## src/rtl/dispatch_fence_scheduler.sv

```systemverilog
// dispatch_fence_scheduler
//   Round-robin arbiter that shares the single operand-collector dispatch port between the
//   per-warp wait buffers. It also tracks per-warp memory fences. A dispatched fence holds off
//   later memory ops and fences of its warp until every memory op dispatched earlier by that
//   warp has retired.
// Ports
//   clk_i, rst_i       clock, synchronous active-high reset
//   wb_valid_i         per-warp dispatch-ready instruction
//   wb_is_mem_i        per-warp instruction is a memory op
//   wb_is_fence_i      per-warp instruction is a fence
//   wb_ready_o         one-hot grant, asserted on the dispatch handshake
//   disp_valid_o       an eligible instruction is offered
//   disp_warp_o        warp id of the offered instruction
//   opc_ready_i        operand collector accepts
//   mem_done_valid_i   a memory op retired
//   mem_done_warp_i    warp of the retired memory op
//   fence_active_o     per-warp fence pending
//   idle_o             no outstanding memory ops and no fence pending
module dispatch_fence_scheduler #(
  parameter int unsigned NumWarps          = 8,
  parameter int unsigned MaxOutstandingMem = 15,
  localparam int unsigned WidWidth = (NumWarps > 1) ? $clog2(NumWarps) : 1,
  localparam int unsigned CntWidth = $clog2(MaxOutstandingMem + 1)
) (
  input  logic                clk_i,
  input  logic                rst_i,
  input  logic [NumWarps-1:0] wb_valid_i,
  input  logic [NumWarps-1:0] wb_is_mem_i,
  input  logic [NumWarps-1:0] wb_is_fence_i,
  output logic [NumWarps-1:0] wb_ready_o,
  output logic                disp_valid_o,
  output logic [WidWidth-1:0] disp_warp_o,
  input  logic                opc_ready_i,
  input  logic                mem_done_valid_i,
  input  logic [WidWidth-1:0] mem_done_warp_i,
  output logic [NumWarps-1:0] fence_active_o,
  output logic                idle_o
);

  logic [CntWidth-1:0] cnt_q [NumWarps];
  logic [CntWidth-1:0] cnt_d [NumWarps];
  logic [NumWarps-1:0] fence_q, fence_d;
  logic [WidWidth-1:0] rr_q, rr_d;

  logic [NumWarps-1:0] elig;
  logic [NumWarps-1:0] inc, dec;
  logic [WidWidth-1:0] sel;
  logic                any_elig;
  logic                hs;
  logic                cnt_all_zero;

  always_comb begin
    elig = '0;
    for (int w = 0; w < NumWarps; w++) begin
      elig[w] = wb_valid_i[w]
          && !(wb_is_mem_i[w] && (fence_q[w] || cnt_q[w] == CntWidth'(MaxOutstandingMem)))
          && !(wb_is_fence_i[w] && fence_q[w]);
    end
  end

  // First eligible warp scanning from rr_q with wrap-around.
  always_comb begin
    int unsigned idx;
    logic [WidWidth-1:0] idx_w;
    idx      = 0;
    idx_w    = '0;
    sel      = '0;
    any_elig = 1'b0;
    for (int unsigned k = 0; k < NumWarps; k++) begin
      idx   = (32'(rr_q) + k) % NumWarps;
      idx_w = WidWidth'(idx);
      if (!any_elig && elig[idx_w]) begin
        any_elig = 1'b1;
        sel      = idx_w;
      end
    end
  end

  assign disp_valid_o = any_elig && !rst_i;
  assign disp_warp_o  = disp_valid_o ? sel : '0;
  assign hs           = disp_valid_o && opc_ready_i;

  always_comb begin
    wb_ready_o = '0;
    inc        = '0;
    dec        = '0;
    fence_d    = fence_q;
    for (int w = 0; w < NumWarps; w++) begin
      wb_ready_o[w] = hs && (sel == WidWidth'(w));
      inc[w]        = wb_ready_o[w] && wb_is_mem_i[w];
      dec[w]        = mem_done_valid_i && (mem_done_warp_i == WidWidth'(w));
      cnt_d[w]      = cnt_q[w];
      if (inc[w] && !dec[w]) begin
        cnt_d[w] = cnt_q[w] + 1'b1;
      end else if (dec[w] && !inc[w] && cnt_q[w] != '0) begin
        cnt_d[w] = cnt_q[w] - 1'b1;
      end
      // A fence only latches if memory ops are still in flight after this edge.
      if (wb_ready_o[w] && wb_is_fence_i[w]) begin
        fence_d[w] = (cnt_d[w] != '0);
      end else if (fence_q[w] && cnt_d[w] == '0) begin
        fence_d[w] = 1'b0;
      end
    end
  end

  always_comb begin
    rr_d = rr_q;
    if (hs) begin
      rr_d = (sel == WidWidth'(NumWarps - 1)) ? '0 : sel + 1'b1;
    end
  end

  always_ff @(posedge clk_i) begin
    if (rst_i) begin
      for (int w = 0; w < NumWarps; w++) begin
        cnt_q[w] <= '0;
      end
      fence_q <= '0;
      rr_q    <= '0;
    end else begin
      for (int w = 0; w < NumWarps; w++) begin
        cnt_q[w] <= cnt_d[w];
      end
      fence_q <= fence_d;
      rr_q    <= rr_d;
    end
  end

  always_comb begin
    cnt_all_zero = 1'b1;
    for (int w = 0; w < NumWarps; w++) begin
      if (cnt_q[w] != '0) begin
        cnt_all_zero = 1'b0;
      end
    end
  end

  assign fence_active_o = fence_q;
  assign idle_o         = cnt_all_zero && !(|fence_q);

  a_ready_onehot0: assert property (@(posedge clk_i) disable iff (rst_i) $onehot0(wb_ready_o));
  a_mem_not_fence: assert property (@(posedge clk_i) disable iff (rst_i)
      (wb_valid_i & wb_is_mem_i & wb_is_fence_i) == '0);
  a_no_dec_zero: assert property (@(posedge clk_i) disable iff (rst_i)
      !(mem_done_valid_i && cnt_q[mem_done_warp_i] == '0));
  a_hs_elig: assert property (@(posedge clk_i) disable iff (rst_i) !hs || elig[sel]);

endmodule

```

## config.mk

```make
export PLATFORM = sky130hd
export DESIGN_NAME = dispatch_fence_scheduler
export DESIGN_NICKNAME = d
export VERILOG_FILES = /design/src/rtl/dispatch_fence_scheduler.sv
export SDC_FILE = /design/constraint.sdc
export NUM_CORES = 1
export LEC_CHECK = 0
export CAP_MARGIN = 20
export CELL_PAD_IN_SITES_DETAIL_PLACEMENT = 1
export CELL_PAD_IN_SITES_GLOBAL_PLACEMENT = 2
export CORE_MARGIN = 10
export CORE_UTILIZATION = 36
export DETAILED_ROUTE_END_ITERATION = 12
export GPL_TIMING_DRIVEN = 0
export PLACE_DENSITY = 0.86
export SLEW_MARGIN = 20
export SYNTH_ARGS = -nofsm -noshare
export SYNTH_HDL_FRONTEND = slang
export SYNTH_SLANG_ARGS = --single-unit
```

## constraint.sdc

```tcl
create_clock -name clk_i -period 7.31 [get_ports clk_i]
set_clock_uncertainty 0.2 [all_clocks]
set_input_delay 1.0965 -clock clk_i [delete_from_list [all_inputs] [get_ports clk_i]]
set_output_delay 1.0965 -clock clk_i [all_outputs]
set_load 0.01 [all_outputs]
```

== After elaboration in Yosys (flattened, before gate mapping) ==
Memories as Yosys holds them, arrays and structs flattened.
Cells that the tools add are included.
Cells by class
  bitwise logic cells: 8
  reductions and logical operators: 190
  equal/unequal tests: 22
  multiplexer cells: 85
  $add $sub $neg: 24
  $lt $le $gt $ge: 8
Operators by type and width (number)
  logical AND 1 bit: 106
  two-way mux 4 bit: 24
  nonzero test 4 bit: 16
  two-way mux 1 bit: 43
  zero test 1 bit: 41
  adder 4 x 1 -> 4 bit (second input constant): 8
  == test 4 bit (second input constant): 8
  zero test 4 bit: 8
  < comparator 3 x 4 -> 1 bit (second input constant): 8
  subtractor 4 x 1 -> 4 bit (second input constant): 8
  two-way mux 3 bit: 10
  binary-select mux 1 bit (select 3 bit): 8
  == test 3 bit (second input constant): 8
  nonzero test 2 bit: 8
  adder 3 bit (second input constant): 4
  == test 3 x 2 -> 1 bit (second input constant): 4
  logical OR 1 bit: 8
  OR 1 bit: 8
  OR reduction 8 bit: 1
  adder 3 x 1 -> 3 bit (second input constant): 2
  adder 3 x 2 -> 3 bit (second input constant): 2
  == test 3 x 1 -> 1 bit (second input constant): 2
  zero test 3 bit: 2
Storage, ports and cells
  bits in writable memories: 32
  logic and storage cells: 347
  output and inout bits: 21
  flip-flop bits (word level): 11
  memories: 1
Memories
  cnt_q: depth 8, width 4, rd ports 8, clocked after memory_dff 0, write ports 8, RTL line 40  | logic [CntWidth-1:0] cnt_q [NumWarps];

== Logic depth before layout (Yosys ltp) ==
Gate-level depths: netlist (run 1).
  depth after elaboration: 43
  depth in mapped cells: 20

== Worst setup path after synthesis (run 1) ==
Ideal clock, no wire load.
  path kind: input to output
  start point: input port wb_is_mem_i[3]
  end point: output port wb_ready_o[0]
  path slack: 2.136 ns
  arrival: 3.877 ns
  data required time: 6.014 ns
  buffers on the path: 1
  stages on the path: 14
  cells stage by stage: nand4_1 nand3_1 mux2i_1 mux4_2 or4_1 buf_2 o21ai_0 nand2_1 a31oi_1 nor2_1 inv_1 ha_1 inv_1 a211oi_1
Between the ends
  cells in the longest elaborated chain, start to end: 31
RTL lines
  start, declared: RTL line 28  | input logic [NumWarps-1:0] wb_is_mem_i,
  logical AND 1 bit (*): RTL line 56  | && !(wb_is_mem_i[w] && (fence_q[w] || cnt_q[w] == CntWidth'(MaxOutstandingMem)))
  zero test 1 bit (*): RTL line 56
  logical AND 1 bit (*): RTL line 56
  logical AND 1 bit (*): RTL line 57  | && !(wb_is_fence_i[w] && fence_q[w]);
  binary-select mux 1 bit (select 3 bit): RTL line 72  | if (!any_elig && elig[idx_w]) begin
  two-way mux 1 bit (not written as such): RTL line 72
  two-way mux 1 bit: RTL line 72
  zero test 1 bit: RTL line 72
  [... 15 more ...]
  logical AND 1 bit: RTL line 72
  two-way mux 1 bit: RTL line 72
  zero test 1 bit: RTL line 72
  logical AND 1 bit: RTL line 72
  two-way mux 1 bit: RTL line 72
  logical AND 1 bit: RTL line 79  | assign disp_valid_o = any_elig && !rst_i;
  logical AND 1 bit: RTL line 81  | assign hs = disp_valid_o && opc_ready_i;
  logical AND 1 bit (*): RTL line 89  | wb_ready_o[w] = hs && (sel == WidWidth'(w));
  end, declared: RTL line 30  | output logic [NumWarps-1:0] wb_ready_o,
Every way passes the cells marked *; elsewhere a longest branch is shown, timed or not. The select of a mux whose other input is x is not followed.

== Worst setup path in the final report (run 1) ==
  start point: input port wb_is_mem_i[4]
  end point: output port wb_ready_o[0]
The elaborated chain is that of the path after synthesis.

==> metrics, run 1 <==
Iter 0 DRT Violations=277; met3 GRT Util=3.651%; CTS tree=yes; met1 usage=22.71%; share of layout cells above drive strength 1=9.179%; kind of end point of the critical path=output port; die area=16980 um2; final hold violations=0; GRT overflow=0; final WL=16.06 mm; first-pass GRT wire length=25.27 mm; met2 Use GR=33.62%; antenna fix cells=0; Core Region=11960 um2; status=complete, no violations; Post-Route Utilization=43.86%; total track usage=19.04%; post-synthesis cell type count=78; # rows=40; worst path required time=6.01 ns; Top Ports=52; area of the mapped netlist=4380 um2; CTS Buffer Depth=2; type of origin of the critical path=primary input; Yosys reg bits=43; Reg clk slew, reported paths=0.06 ns; CTS Buf Count=5; Seq/Total Area, Yosys=19.65%; Pwr Density=293.2 nW/um2; Design Area, Final=5246 um2; Crit path arrival time=5.74 ns; RSZ-0062 raised after global routing=no; post-synthesis net count=617; CTS Root Cell=clkbuf_16; Num Clock Sinks=43; initial antenna violation count=0; Max-slew headroom=47.39%; layer with the highest usage=met2; CP Max Fanout=8; routed via count=4631; Pleak=0.001839 uW; Syn Area/Cell=7.794 um2; HP Class=reg -> reg; DPL Wire Length=13.01 mm; synthesized instance count=562; Worst VDD drop=0.0001201 V; Port Buffers=51; die width=130.3 um; Final min period=7.033 ns; pin count of the biggest net entering global routing=14; most frequent cells in the layout=nor2_1 (67), clkdlybuf4s50_1 (51), nand2_1 (49); worst-margin pin slew=0.7865 ns; initial core utilization=36.62%; commonest non-fill, non-tap cell in the layout=nor2_1; Post-DRT Antenna Nets=0; H-tree Lvls=2; WS Path Type=in -> out; routability cong.=0.9094; Post-DP Area=5075 um2; nets=675; # hold bufs at CTS=0; ys async rst share=0%; prevailing post-synth register cell=dfxtp_1; Max-cap violations=0; Clock Latency Late Sink=0.31 ns; Synth warnings=0; Post-synth EDFFs=0; DRC=0; DR pass1 iterations=4; Final period util=96.21%; Final Setup Violations=0; vias per cell=6.030; vias in the first global route=4699; drt wl/cell=20.91 um; highest clock rate=142.2 MHz; Die Height=130.3 um; Area Growth Syn to Fin=19.77%; setup TNS=0 ns; Pins Over Slew Limit=0
synth_stat cells, types with 6 or more instances:
cell type	count	share of area (%)
a211oi_1	10	1.7
a21oi_1	27	3.1
a311oi_1	7	1.4
and2_1	9	1.3
and3_1	7	1.0
clkbuf_1	9	0.77
dfxtp_1	43	20
ha_1	24	6.9
inv_1	29	2.5
mux2i_1	18	4.1
mux4_2	12	6.2
nand2_1	49	4.2
nand2b_1	12	1.7
nand3_1	26	3.0
nand4_1	30	4.3
nor2_1	67	5.7
nor2b_1	8	1.1
nor3_1	18	2.1
nor3b_1	11	1.9
o21ai_0	19	2.2
or4_1	6	1.0
xnor2_1	15	3.0
layout make-up:
type	count	area, um2
Buffer	19	103.9
Clock buffer	7	152.6
Clock inverter	1	7.507
Multi-Input combinational cell	470	3314
Timing Repair Buffer	51	510.5
Tap cell	147	183.9
Fill cell	1470	6715
Sequential cell	43	860.8
Inverter	30	112.6
per-layer routing:
layer | vias up | routed length [um]
li1 | 2238 | -
met1 | 2297 | 6868
met2 | 80 | 8201
met3 | 16 | 666
met4 | 0 | 322
met5 | - | 0
repair_timing:
| action | 4_1_cts | 5_1_grt |
|---|---|---|
| endpoints found under the setup margin | 1 | 1 |
| endpoints found under the hold margin | 0 | 0 |
| setup buffers | 0 | 0 |
| resized for setup | 1 | 1 |
critical path: stages:
cell and delay, ns:
clkdlybuf4s50_1 0.48, o21ai_0 0.41, nand3_1 0.21, mux2i_1 0.38
mux4_2 0.38, or4_1 0.12, buf_2 0.21, nor2_1 0.08
a211oi_1 0.22, nor2_1 0.08, a311oi_2 0.52, ha_1 0.38
inv_1 0.10, a211oi_2 0.42, clkdlybuf4s50_1 0.64
worst paths after layout:
check | from | end | slack [ns] | cells past startpoint
hold / removal | fence_active_o[1] | fence_active_o[1] | 0.36 | 2
setup reg to reg | rr_q[1] | fence_active_o[2] | 1.76 | 17
setup / recovery | wb_is_mem_i[4] | wb_ready_o[0] | 0.28 | 15
hold reg to reg | fence_active_o[1] | fence_active_o[1] | 0.36 | 2
kinds of logic after synthesis:
| group | synth area share (%) |
|---|---|
| AOI/OAI and AO/OA | 21.39 |
| xor gates and xnor gates | 3.399 |
| and+or+nand+nor | 31.62 |
| muxes | 12.14 |
| adders and majority gates | 6.855 |
| buffers and inverters | 4.941 |
| DFF | 19.65 |
where the power goes:
part	switching [uW]	total (uW)	internal, uW
registers	19.3	270	251
clock network	106	252	146
logic	614	1020	402
metrics by stage:
step                worst slack, ns  hold WS [ns]  total power, uW  cells
floorplan                     2.136        0.3263            959.6    562
global placement            0.05577        0.3586             1236    760
detailed placement          -0.1062        0.3527             1272    760
CTS                         0.05977        0.3632             1538    768
global route                0.05881        0.4299             1649    768
finish                       0.2767        0.3597             1538    768
flip-flops by register name, summed over array words and instances, names as in the netlist:
signal	count
cnt_q	32
fence_active_o	8
rr_q	3
Power figures use the tool's default switching activity.
==> run 2, diff against run 1 <==
--- a/config.mk
+++ b/config.mk
@@ -6,7 +6,7 @@
 export NUM_CORES = 1
 export LEC_CHECK = 0
 export CAP_MARGIN = 20
-export CELL_PAD_IN_SITES_DETAIL_PLACEMENT = 1
+export CELL_PAD_IN_SITES_DETAIL_PLACEMENT = 2
 export CELL_PAD_IN_SITES_GLOBAL_PLACEMENT = 2
 export CORE_MARGIN = 10
 export CORE_UTILIZATION = 36
==> metrics, run 2 (synthesized netlist as in run 1, its figures left out) <==
status=complete, no violations (unchanged); Max-slew headroom=39.36% (was 47.39%); Post-DP Area=5075 um2 (unchanged); Post-DRT Antenna Nets=0 (unchanged); Iter 0 DRT Violations=269 (was 277); Clock Latency Late Sink=0.30 ns (was 0.31 ns); commonest non-fill, non-tap cell in the layout=nor2_1 (unchanged); Num Clock Sinks=43 (unchanged); crit path from=wb_is_mem_i[0] (was wb_is_mem_i[4]); Largest register FFs=32 (unchanged); worst path required time=6.01 ns (about the same); first-pass GRT wire length=28.54 mm (was 25.27 mm); Pins Over Slew Limit=0 (unchanged); R2R depth=17 (unchanged); Met1 Wirelength=7.364 mm (was 6.868 mm); CTS Buffer Depth=2 (unchanged); H-tree Lvls=2 (unchanged); Core Region=11960 um2 (unchanged); vias per cell=6.185 (was 6.030); share of layout cells above drive strength 1=9.340% (was 9.179%); Reg clk slew, reported paths=0.07 ns (was 0.06 ns); DR pass1 iterations=4 (unchanged); WS Path Type=in -> out (unchanged); Crit path arrival time=5.62 ns (was 5.74 ns); highest routed metal layer=met4 (unchanged); RR Endpoint=fence_active_o[0] (was fence_active_o[2]); Top Ports=52 (unchanged); DPL Wire Length=14.39 mm (was 13.01 mm); Port Buffers=51 (unchanged); Area Growth Syn to Fin=19.88% (was 19.77%); initial antenna violation count=0 (unchanged); routed via count=4750 (was 4631); Worst VDD drop=0.00009963 V (was 0.0001201 V); HP Class=reg -> reg (unchanged); Max-cap violations=0 (unchanged); kind of end point of the critical path=output port (unchanged); pin count of the biggest net entering global routing=15 (was 14); met2 wire length=9.153 mm (was 8.201 mm); die width=130.3 um (unchanged); # rows=40 (unchanged); Design Area, Final=5251 um2 (was 5246 um2); Critical R2R Launch=rr_q[1] (unchanged); Die Height=130.3 um (unchanged); initial core utilization=36.62% (unchanged); RSZ-0062 raised after global routing=no (unchanged); nets=675 (unchanged); fillers=1385 (was 1470); antenna fix cells=0 (unchanged); CTS Root Cell=clkbuf_16 (unchanged); most frequent cells in the layout=nor2_1 (67), clkdlybuf4s50_1 (51), nand2_1 (49) (unchanged); Pleak=0.001835 uW (was 0.001839 uW); GRT overflow=0 (unchanged); Final period util=94.60% (was 96.21%); Reg with most FFs=cnt_q (unchanged); die area=16980 um2 (unchanged); CP Max Fanout=8 (unchanged); final WL=17.83 mm (was 16.06 mm); Pwr Density=298.3 nW/um2 (was 293.2 nW/um2); final hold violations=0 (unchanged); Final Setup Violations=0 (unchanged); worst hold margin=0.3776 ns (was 0.3597 ns); Setup Buffers After CTS=0 (unchanged); Final min period=6.915 ns (was 7.033 ns); # hold bufs at CTS=0 (unchanged); critical path endpoint=wb_ready_o[0] (unchanged); total track usage=21.51% (was 19.04%); routability cong.=0.9094 (unchanged); vias in the first global route=5247 (was 4699); worst-margin pin slew=0.9097 ns (was 0.7865 ns); drt wl/cell=23.22 um (was 20.91 um); DRC=0 (unchanged); met3 wire len=644 um (was 666 um); type of origin of the critical path=primary input (unchanged); Worst R2R Setup Slack=1.50 ns (was 1.76 ns); CTS tree=yes (unchanged); highest clock rate=144.6 MHz (was 142.2 MHz); CTS Buf Count=5 (unchanged)
-- run 2: cell count changes in the layout (fill, tap and decap cells not counted), sizes merged --
| cell | previous run | this run |
|---|---|---|
| clkbuf | 16 | 15 |
| clkinv | 0 | 1 |
-- run 2: repair_timing --
| action | 4_1_cts | 5_1_grt |
|---|---|---|
| setup endpoints to repair | 1 | 1 |
| gates resized for setup | 1 | 3 |
| endpoints found under the hold margin | 0 | 0 |
-- run 2: power breakdown --
part	internal, uW	switching (uW)
Sequential	251	20.6
Combinational	408	644
Clock	137	107
-- run 2: final cells by class --
cell class	count	area (um2)	share of cell area [%]
buffer	19	103.9	1.978
clock buffer	6	138.9	2.645
clock inverter	2	16.27	0.3097
inverter	30	112.6	2.144
multi-input combinational	470	3324	63.31
sequential	43	860.8	16.39
tap	147	183.9	3.502
timing repair buffer	51	510.5	9.721
-- run 2: worst min-delay path by stage --
stage | start | to | slack (ns) | cells after the start
5_1_grt | fence_active_o[1] | fence_active_o[1] | 0.41 | 2
2_1_floorplan | cnt_q[1][7] | cnt_q[1][7] | 0.33 | 2
3_3_place_gp | fence_active_o[1] | fence_active_o[1] | 0.36 | 2
4_1_cts | fence_active_o[1] | fence_active_o[1] | 0.38 | 2
6_report | fence_active_o[1] | fence_active_o[1] | 0.38 | 2
3_5_place_dp | fence_active_o[1] | fence_active_o[1] | 0.37 | 2
-- run 2: critical path, cell delays in order --
cell and delay (ns):
clkdlybuf4s50_1 0.60, nand4_1 0.25, nand4_1 0.22, nand2_1 0.15, mux4_2 0.54, or4_1 0.50
buf_2 0.20, o21ai_0 0.24, nand2_1 0.11, a31oi_1 0.15, nor2_1 0.11, inv_1 0.18
ha_2 0.28, inv_1 0.09, a211oi_4 0.28, clkdlybuf4s50_1 0.61
-- run 2: layer usage --
layer / vias up / track usage [%]
met5: - / 0
li1: 2240 / -
met3: 37 / 3.854
met4: 0 / 9.392
met2: 95 / 38.55
met1: 2378 / 24.36
-- run 2: metrics by stage --
stage	power [uW]	TNS, ns	cells	setup WS (ns)	util, %
5_1_grt	1680	0	768	0.08020	43.90
4_1_cts	1550	0	768	0.07215	43.78
3_3_place_gp	1236	0	760	0.05577	42.43
6_report	1567	0	768	0.3949	43.90
3_5_place_dp	1290	-0.09723	760	-0.09723	42.43
2_1_floorplan	959.6	0	562	2.136	-
==> run 3, diff against run 2 <==
--- a/config.mk
+++ b/config.mk
@@ -13,6 +13,7 @@
 export DETAILED_ROUTE_END_ITERATION = 12
 export GPL_TIMING_DRIVEN = 0
 export PLACE_DENSITY = 0.86
+export SKIP_CTS_REPAIR_TIMING = 1
 export SLEW_MARGIN = 20
 export SYNTH_ARGS = -nofsm -noshare
 export SYNTH_HDL_FRONTEND = slang
==> results of run 3 <==
Final layout, timing and power as in run 2 (identical DEF).
Among the figures that moved: wire length of the first global-routing pass 28540 um -> 28530 um; via count of the first global-routing pass 5247 -> 5249; overall routing resource usage 21.51% -> 21.50%; met1 usage 24.36% -> 24.39%; met2 usage 38.55% -> 38.46%
